**config.mk**
```make
export PLATFORM = sky130hd
export DESIGN_NAME = decode_stage_pipe
export DESIGN_NICKNAME = d
export VERILOG_FILES = /design/src/rtl/decode_stage_pipe.sv
export SDC_FILE = /design/constraint.sdc
export NUM_CORES = 2
export LEC_CHECK = 0
export ABC_CLOCK_PERIOD_IN_PS = 7700
export CAP_MARGIN = 10
export CORE_ASPECT_RATIO = 0.75
export CORE_MARGIN = 3
export CORE_UTILIZATION = 35
export CTS_BUF_LIST = sky130_fd_sc_hd__clkbuf_2 sky130_fd_sc_hd__clkbuf_4 sky130_fd_sc_hd__clkbuf_8
export DETAILED_ROUTE_END_ITERATION = 6
export HOLD_SLACK_MARGIN = 0.15
export PLACE_DENSITY = 0.48
export SLEW_MARGIN = 5
export SYNTH_ARGS = -nofsm -noshare
export SYNTH_HDL_FRONTEND = slang
export SYNTH_SLANG_ARGS = --single-unit
```
**constraint.sdc**
```tcl
create_clock -name Clk -period 7.7 [get_ports Clk]
set_input_delay 1.54 -clock Clk [delete_from_list [all_inputs] [get_ports Clk]]
set_output_delay 1.54 -clock Clk [all_outputs]
set_load 0.03 [all_outputs]
```
**src/rtl/decode_stage_pipe.sv**
```systemverilog
`default_nettype none
// ============================================================================
// Module   : decode_stage_pipe
// Brief    : Instruction decode stage with a register file, load-use hazard
//            detection, J/JAL redirect and the ID/EX pipeline register.
// Revision : 1.0
// ============================================================================
module decode_stage_pipe #(
    parameter int DATA_W = 32,
    parameter int NREGS  = 32,
    parameter int BYPASS = 1,
    localparam int AW    = $clog2(NREGS)
) (
    input  logic              Clk,
    input  logic              Rst,
    input  logic [31:0]       instr_in,
    input  logic              instr_valid,
    input  logic [31:0]       pc4_in,
    input  logic              flush,
    input  logic              wb_we,
    input  logic [AW-1:0]     wb_addr,
    input  logic [DATA_W-1:0] wb_data,
    input  logic              ex_memread,
    input  logic [AW-1:0]     ex_rt,
    output logic              stall,
    output logic              jump_taken,
    output logic [31:0]       jump_target,
    output logic              idex_valid,
    output logic [5:0]        idex_op,
    output logic [5:0]        idex_funct,
    output logic [4:0]        idex_shamt,
    output logic [AW-1:0]     idex_rs,
    output logic [AW-1:0]     idex_rt,
    output logic [AW-1:0]     idex_rd,
    output logic [DATA_W-1:0] idex_rs_data,
    output logic [DATA_W-1:0] idex_rt_data,
    output logic [DATA_W-1:0] idex_imm,
    output logic [15:0]       stall_count
);

    logic [DATA_W-1:0] r_rf [NREGS];

    logic [5:0]        w_op;
    logic [AW-1:0]     w_rs;
    logic [AW-1:0]     w_rt;
    logic [AW-1:0]     w_rd;
    logic              w_is_jump;
    logic              w_rs_src;
    logic              w_rt_src;
    logic              w_hazard;
    logic              w_bubble;
    logic              w_rf_wr;
    logic              w_zext;
    logic [DATA_W-1:0] w_rs_data;
    logic [DATA_W-1:0] w_rt_data;
    logic [DATA_W-1:0] w_imm;

    assign w_op = instr_in[31:26];
    assign w_rs = AW'(instr_in[25:21]);
    assign w_rt = AW'(instr_in[20:16]);
    assign w_rd = AW'(instr_in[15:11]);

    assign w_is_jump = (w_op == 6'h02) || (w_op == 6'h03);
    assign w_rs_src  = !w_is_jump;
    assign w_rt_src  = (w_op == 6'h00) || (w_op == 6'h04) ||
                       (w_op == 6'h05) || (w_op == 6'h2B);

    assign w_hazard = instr_valid && ex_memread && (ex_rt != '0) &&
                      ((w_rs_src && (ex_rt == w_rs)) || (w_rt_src && (ex_rt == w_rt)));

    // Reset and flush both dominate the hazard and the redirect.
    assign stall       = !Rst && !flush && w_hazard;
    assign jump_taken  = !Rst && !flush && instr_valid && !w_hazard && w_is_jump;
    assign jump_target = jump_taken ? {pc4_in[31:28], instr_in[25:0], 2'b00} : 32'h0;

    assign w_bubble = stall || flush || !instr_valid;
    assign w_rf_wr  = wb_we && (wb_addr != '0);

    always_comb begin
        w_rs_data = r_rf[w_rs];
        w_rt_data = r_rf[w_rt];
        if ((BYPASS != 0) && w_rf_wr && (wb_addr == w_rs)) w_rs_data = wb_data;
        if ((BYPASS != 0) && w_rf_wr && (wb_addr == w_rt)) w_rt_data = wb_data;
        if (w_rs == '0) w_rs_data = '0;
        if (w_rt == '0) w_rt_data = '0;
    end

    assign w_zext = (w_op == 6'h0C) || (w_op == 6'h0D) || (w_op == 6'h0E);
    assign w_imm  = w_zext ? {{(DATA_W-16){1'b0}}, instr_in[15:0]}
                           : {{(DATA_W-16){instr_in[15]}}, instr_in[15:0]};

    always_ff @(posedge Clk) begin
        if (Rst) begin
            for (int i = 0; i < NREGS; i++) r_rf[i] <= '0;
        end else if (w_rf_wr) begin
            r_rf[wb_addr] <= wb_data;
        end
    end

    always_ff @(posedge Clk) begin
        if (Rst || w_bubble) begin
            idex_valid   <= 1'b0;
            idex_op      <= '0;
            idex_funct   <= '0;
            idex_shamt   <= '0;
            idex_rs      <= '0;
            idex_rt      <= '0;
            idex_rd      <= '0;
            idex_rs_data <= '0;
            idex_rt_data <= '0;
            idex_imm     <= '0;
        end else begin
            idex_valid   <= 1'b1;
            idex_op      <= w_op;
            idex_funct   <= instr_in[5:0];
            idex_shamt   <= instr_in[10:6];
            idex_rs      <= w_rs;
            idex_rt      <= w_rt;
            idex_rt_data <= w_rt_data;
            idex_imm     <= w_imm;
            // JAL links through rd=31 and carries the return address as rs data.
            if (w_op == 6'h03) begin
                idex_rd      <= AW'(5'd31);
                idex_rs_data <= DATA_W'(pc4_in);
            end else begin
                idex_rd      <= w_rd;
                idex_rs_data <= w_rs_data;
            end
        end
    end

    always_ff @(posedge Clk) begin
        if (Rst) begin
            stall_count <= '0;
        end else if (stall && (stall_count != 16'hFFFF)) begin
            stall_count <= stall_count + 16'd1;
        end
    end

endmodule
`default_nettype wire

```
== Word level (Yosys, flattened, before mapping) ==
Memory sizes are Yosys's and may differ from the RTL's. A register that Yosys moved wholly into a read port is not among the register bits.
Cells that the tools add are included.

* Add/subtract/negate cells: 1
* Eq/ne operators: 12
* Muxes and demuxes: 14
* Reductions and logical operators: 36

{| class="wikitable"
|+ Operator list
! cell !! count
|-
| 2-to-1 mux 32 bit || 5
|-
| OR reduction 32 bit || 1
|-
| equality test 6 x 4 -> 1 bit (second input constant) || 3
|-
| adder 16 x 1 -> 16 bit (second input constant) || 1
|-
| inequality test 16 bit (second input constant) || 1
|-
| equality test 5 bit || 3
|-
| logical AND 1 bit || 13
|-
| equality test 6 x 2 -> 1 bit (second input constant) || 2
|-
| equality test 6 x 3 -> 1 bit (second input constant) || 2
|-
| zero test 5 bit || 2
|-
| logical OR 1 bit || 10
|-
| 2-to-1 mux 5 bit || 2
|-
| nonzero test 5 bit || 2
|-
| 2-to-1 mux 1 bit || 7
|-
| equality test 6 bit (second input constant) || 1
|-
| zero test 6 bit || 1
|-
| zero test 1 bit || 5
|-
| OR reduction 2 bit || 2
|}

* Flip-flop bits (word level): 98
* RAM bits: 1024
* Input port bits: 112
* Output and inout port bits: 179
* Logic and storage cells: 75
* Memories: 1

{| class="wikitable"
|+ Memory list
! memory !! depth !! width !! read ports !! clocked after Yosys merged registers in !! wr ports !! line !! text
|-
| r_rf || 32 || 32 || 2 || 1 || 32 || 41 || <nowiki>logic [DATA_W-1:0] r_rf [NREGS];</nowiki>
|}

== Longest topological paths before layout ==
* Word-level depth: 12
* Depth in mapped cells: 11
* Depth with buffers taken out: 6

== Least setup slack after synthesis ==
Ideal clock, no wire load.

* Kind: input to output
* Start: input port instr_in[19]
* End: output port jump_target[21]
* Arrival: 3.142 ns
* Data required time: 6.160 ns
* Path slack: 3.018 ns
* Cell stages on the path: 5
* Buffers on the path: 4
* Path through: clkbuf_1 clkbuf_1 clkbuf_1 clkbuf_1 and2_1

* Longest elaborated chain between the ends: 8

{| class="wikitable"
|+ RTL lines
! what !! line !! text
|-
| start: declaration || 16 || <nowiki>input logic [31:0] instr_in,</nowiki>
|-
| equality test 5 bit || 69 || <nowiki>((w_rs_src && (ex_rt == w_rs)) || (w_rt_src && (ex_rt == w_rt)));</nowiki>
|-
| logical AND 1 bit || 69 ||
|-
| logical OR 1 bit || 69 ||
|-
| logical AND 1 bit || 68 || <nowiki>assign w_hazard = instr_valid && ex_memread && (ex_rt != '0) &&</nowiki>
|-
| zero test 1 bit || 73 || <nowiki>assign jump_taken = !Rst && !flush && instr_valid && !w_hazard && w_is_jump;</nowiki>
|-
| logical AND 1 bit (2 in series) || 73 ||
|-
| 2-to-1 mux 32 bit * || 74 || <nowiki>assign jump_target = jump_taken ? {pc4_in[31:28], instr_in[25:0], 2'b00} : 32'h0;</nowiki>
|-
| end: declaration || 27 || <nowiki>output logic [31:0] jump_target,</nowiki>
|}

Every way passes the cells marked *; elsewhere a longest branch is shown, timed or not.

== Worst setup path in the final report ==
* Start: input port instr_in[25]
* End: output port stall

* Longest elaborated chain between the ends: 5

{| class="wikitable"
|+ RTL lines
! what !! line !! text
|-
| equality test 5 bit || 69 ||
|-
| logical AND 1 bit || 69 ||
|-
| logical OR 1 bit || 69 ||
|-
| logical AND 1 bit || 68 ||
|-
| logical AND 1 bit || 72 || <nowiki>assign stall = !Rst && !flush && w_hazard;</nowiki>
|-
| end: declaration || 25 || <nowiki>output logic stall,</nowiki>
|}

No other way between the ends.

==> metrics.md <==
| Metric | Value |
|---|---|
| Status | `finished, final reports clean` |
| Clk_lat worst skew | `about 950 ps` |
| Placed inst area | `~65000 µm²` |
| GPL Wtd Cong | `~0.82` |
| R2R setup slack | `around 5200 ps` |
| Required @ worst endpoint | `6160 ps` |
| Synth warn | `0` |
| Post-DR vias/cell | `5.80` |
| Register area share after synthesis | `0.559` |
| CP endpoint kind | `output pin` |
| Crit-path max FO | `11` |
| Cell Area, Synth | `59200 µm²` |
| Critical Path Start Type | `input port` |
| Synth unique cells | `52` |
| TNS Setup | `0 ps` |
| RSZ-0062 raised after global routing | `no` |
| Busiest grt layer | `met1` |
| Area grow syn2layout | `15.4%` |
| Fmax achieved | `around 170 MHz` |
| Fraction of layout cells with a size suffix above 1 | `0.189` |
| Fin. Hold Viols | `0` |
| Core ar. | `between 150000 and 200000 µm²` |
| Top cell type's share of synthesized area | `0.519` |
| First-pass GRT wire length | `336 mm` |
| Post-cts resize count | `0` |
| Average size of a mapped cell | `approximately 13 µm²` |
| CTS tree | `yes` |
| Top FF cell, synth | `edfxtp_1` |
| GRT overflow | `0` |
| Final instance area | `about 68000 µm²` |
| Max cap viols | `0` |
| DRT iter0 DRCs | `about 5400` |
| GR Util All Layers | `0.278` |
| H-tree levels | `4` |
| R2r endpoint | `stall_count[7]$_SDFFE_PP0P_` |
| Final worst-path cycle share | `0.771` |
| HP Class | `flop to flop` |
| Hold buffer count at cts | `0` |
| Worst hold start | `stall_count[4]$_SDFFE_PP0P_` |
| Hold Crit Depth | `2` |
| Worst setup margin | `about 1800 ps` |
| Worst hold slack | `roughly 510 ps` |
| WHS Endpoint | `stall_count[4]$_SDFFE_PP0P_` |
| LEAKAGE | `24.1 nW` |
| Pin count of the biggest net entering global routing | `108` |
| Final min period | `between 5000 and 6000 ps` |
| Peak supply drop | `166 µV` |
| Die area | `174000 µm²` |
| Reg2Reg Depth | `6` |
| Place WS | `~1800 ps` |
| EDFF count, synth | `between 1000 and 1500` |
| WS Path Type | `input port to output pin` |
| Met3 global-route usage | `0.0526` |
| Die height | `roughly 360 µm` |
| Synth top area cells | `edfxtp_1, mux4_2, and2_1` |
| Global Route met2 Usage | `0.406` |
| Gate Count Post-Synth | `4407` |
| First-pass detailed-route iteration total | `5` |
| Detailed placement HPWL | `141 mm` |
| DR vias | `~41000` |
| Clock transition at path regs | `approximately 60 ps` |
| CTS Buf Count | `between 150 and 200` |
| Initial core utilization | `0.353` |
| Clk sinks | `around 1100` |
| IO Port Bufs | `288` |
| DRT antenna net count | `0` |
| Final setup viols | `0` |
| Synth async-reset ratio | `0` |
| Initial antenna violation count | `25` |
| Least-Margin Pin Slew | `1260 ps` |
| Vias in the first global route | `around 40000` |
| Final-stage net count | `~4700` |
| P per Cell Area | `between 200 and 250 nW/µm²` |
| DRC errors left | `0` |
| R2R Path Start | `stall_count[0]$_SDFFE_PP0P_` |
| Final Skew | `44.2 ps` |
| Ports | `~290` |
| Setup Buffers After CTS | `0` |
| Synth area leader | `edfxtp_1` |
| Core Rows | `130` |
| Wirelength, routed | `around 250 mm` |
| Clk buf depth | `3` |
| Met1 Use GR | `0.411` |
| #FFs+latches synth | `1143` |
| Slew margin rel. | `0.160` |
| WP data arrival | `approximately 4400 ps` |
| Max-slew violation count | `0` |
| CTS Root Cell | `clkbuf_8` |
| Layout Utilization | `0.407` |
| Die X | `about 480 µm` |
| Routed len/inst | `35.1 µm` |
[cell usage after synthesis (2+ instances only)]
library cell  count
nand3b_1          5
xnor2_1          16
a22oi_1         103
inv_1             6
o221ai_1          2
o211ai_1         21
a221oi_1         57
edfxtp_1       1024
buf_4            29
nand2b_1          4
or4_1            11
or3b_2            2
nor4_1            5
nor2_1           60
nand2_1         196
a21oi_1         101
mux2i_1         395
or2_2            36
a22o_1           31
o21ai_0          72
dfxtp_1         119
o211ai_2          2
or3_1             7
clkbuf_1        351
mux4_2          346
buf_2            76
o2111ai_1        32
xor2_1            6
and3_1            4
nor3_1           36
nand4_1          29
and2_1         1025
buf_1            22
nor2b_1           7
nand3_1         136
o31ai_1          17
[kinds of logic after synthesis]
family,Yosys count,synth area share
AOI/OAI and AO/OA,446,0.0524
buffers and inverters,484,0.0341
adders and majority gates,1,0.000211
xor gates and xnor gates,22,0.00325
muxes,742,0.199
other,1,0.0000633
and+or+nand+nor,1568,0.152
DFF,1143,0.559
[worst max path at each step]
| stage | end | slack (ps) | from |
|---|---|---|---|
| CTS | stall | 1790 | instr_in[26] |
| global route | stall | 1650 | instr_in[25] |
| global placement | stall | 1830 | instr_in[26] |
| floorplan | jump_target[21] | 3020 | instr_in[19] |
| finish | stall | 1770 | instr_in[25] |
| detailed placement | stall | 1790 | instr_in[26] |
[through the flow]
step	instances	total power [mW]
6_report	6999	14.6
3_5_place_dp	6641	9.16
5_1_grt	6987	15.0
2_1_floorplan	4440	8.35
4_1_cts	6983	14.6
3_3_place_gp	6641	9.16
[sequential cells by signal, indices dropped and copies added, names as in the netlist]
signal / cells
idex_valid: 1
r_rf: 1024
idex_rt_data: 32
idex_imm: 8
idex_funct: 5
idex_rs: 5
idex_rt: 5
idex_rd: 5
idex_op: 6
idex_rs_data: 32
stall_count: 16
idex_shamt: 4
[final cells by class]
cell class | instances | area, µm²
Inverter | 6 | 22.5
Tap cell | 2244 | 2810
Clock buffer | 276 | 3380
Multi-Input combinational cell | 2813 | 24500
Clock inverter | 66 | 320
Fill cell | 15600 | 99500
Sequential cell | 1143 | 33100
Timing Repair Buffer | 436 | 4090
Antenna cell | 15 | 37.5
[critical path: stages]
cell and delay, ps:
clkdlybuf4s50_1 770, xnor2_1 350, nand3_1 120, nor4_2 730, o21a_1 180, clkdlybuf4s50_1 690
[per-layer routing]
layer,wire (µm),vias up
li1,-,16900
met4,7590,0
met1,110000,21200
met5,0,-
met3,22200,372
met2,106000,2151
[report_power, final]
| part | internal [mW] | switching (mW) | total [mW] |
|---|---|---|---|
| registers | 7.08 | 0.171 | 7.25 |
| logic | 0.670 | 1.14 | 1.81 |
| clock network | 2.83 | 2.67 | 5.50 |
| total | 10.6 | 3.98 | 14.6 |
[cell usage in the layout (no fill, tap or decap), types with 8 or more instances in the layout]
cell type,n
edfxtp_1,1024
and2_1,1023
mux2i_1,395
mux4_2,346
clkdlybuf4s50_1,277
clkbuf_8,210
nand2_1,195
buf_4,143
nand3_1,136
dfxtp_1,119
a22oi_1,103
a21oi_1,101
o21ai_0,72
clkbuf_4,67
a221oi_1,57
clkinv_1,43
or2_2,35
nor3_1,35
nor2_4,34
conb_1,34
o2111ai_1,32
a22o_1,31
nand4_1,29
nor2_1,26
o211ai_1,21
o31ai_1,17
xnor2_1,16
diode_2,15
clkinv_2,15
or4_1,11
buf_12,8
Power figures use the tool's default switching activity.
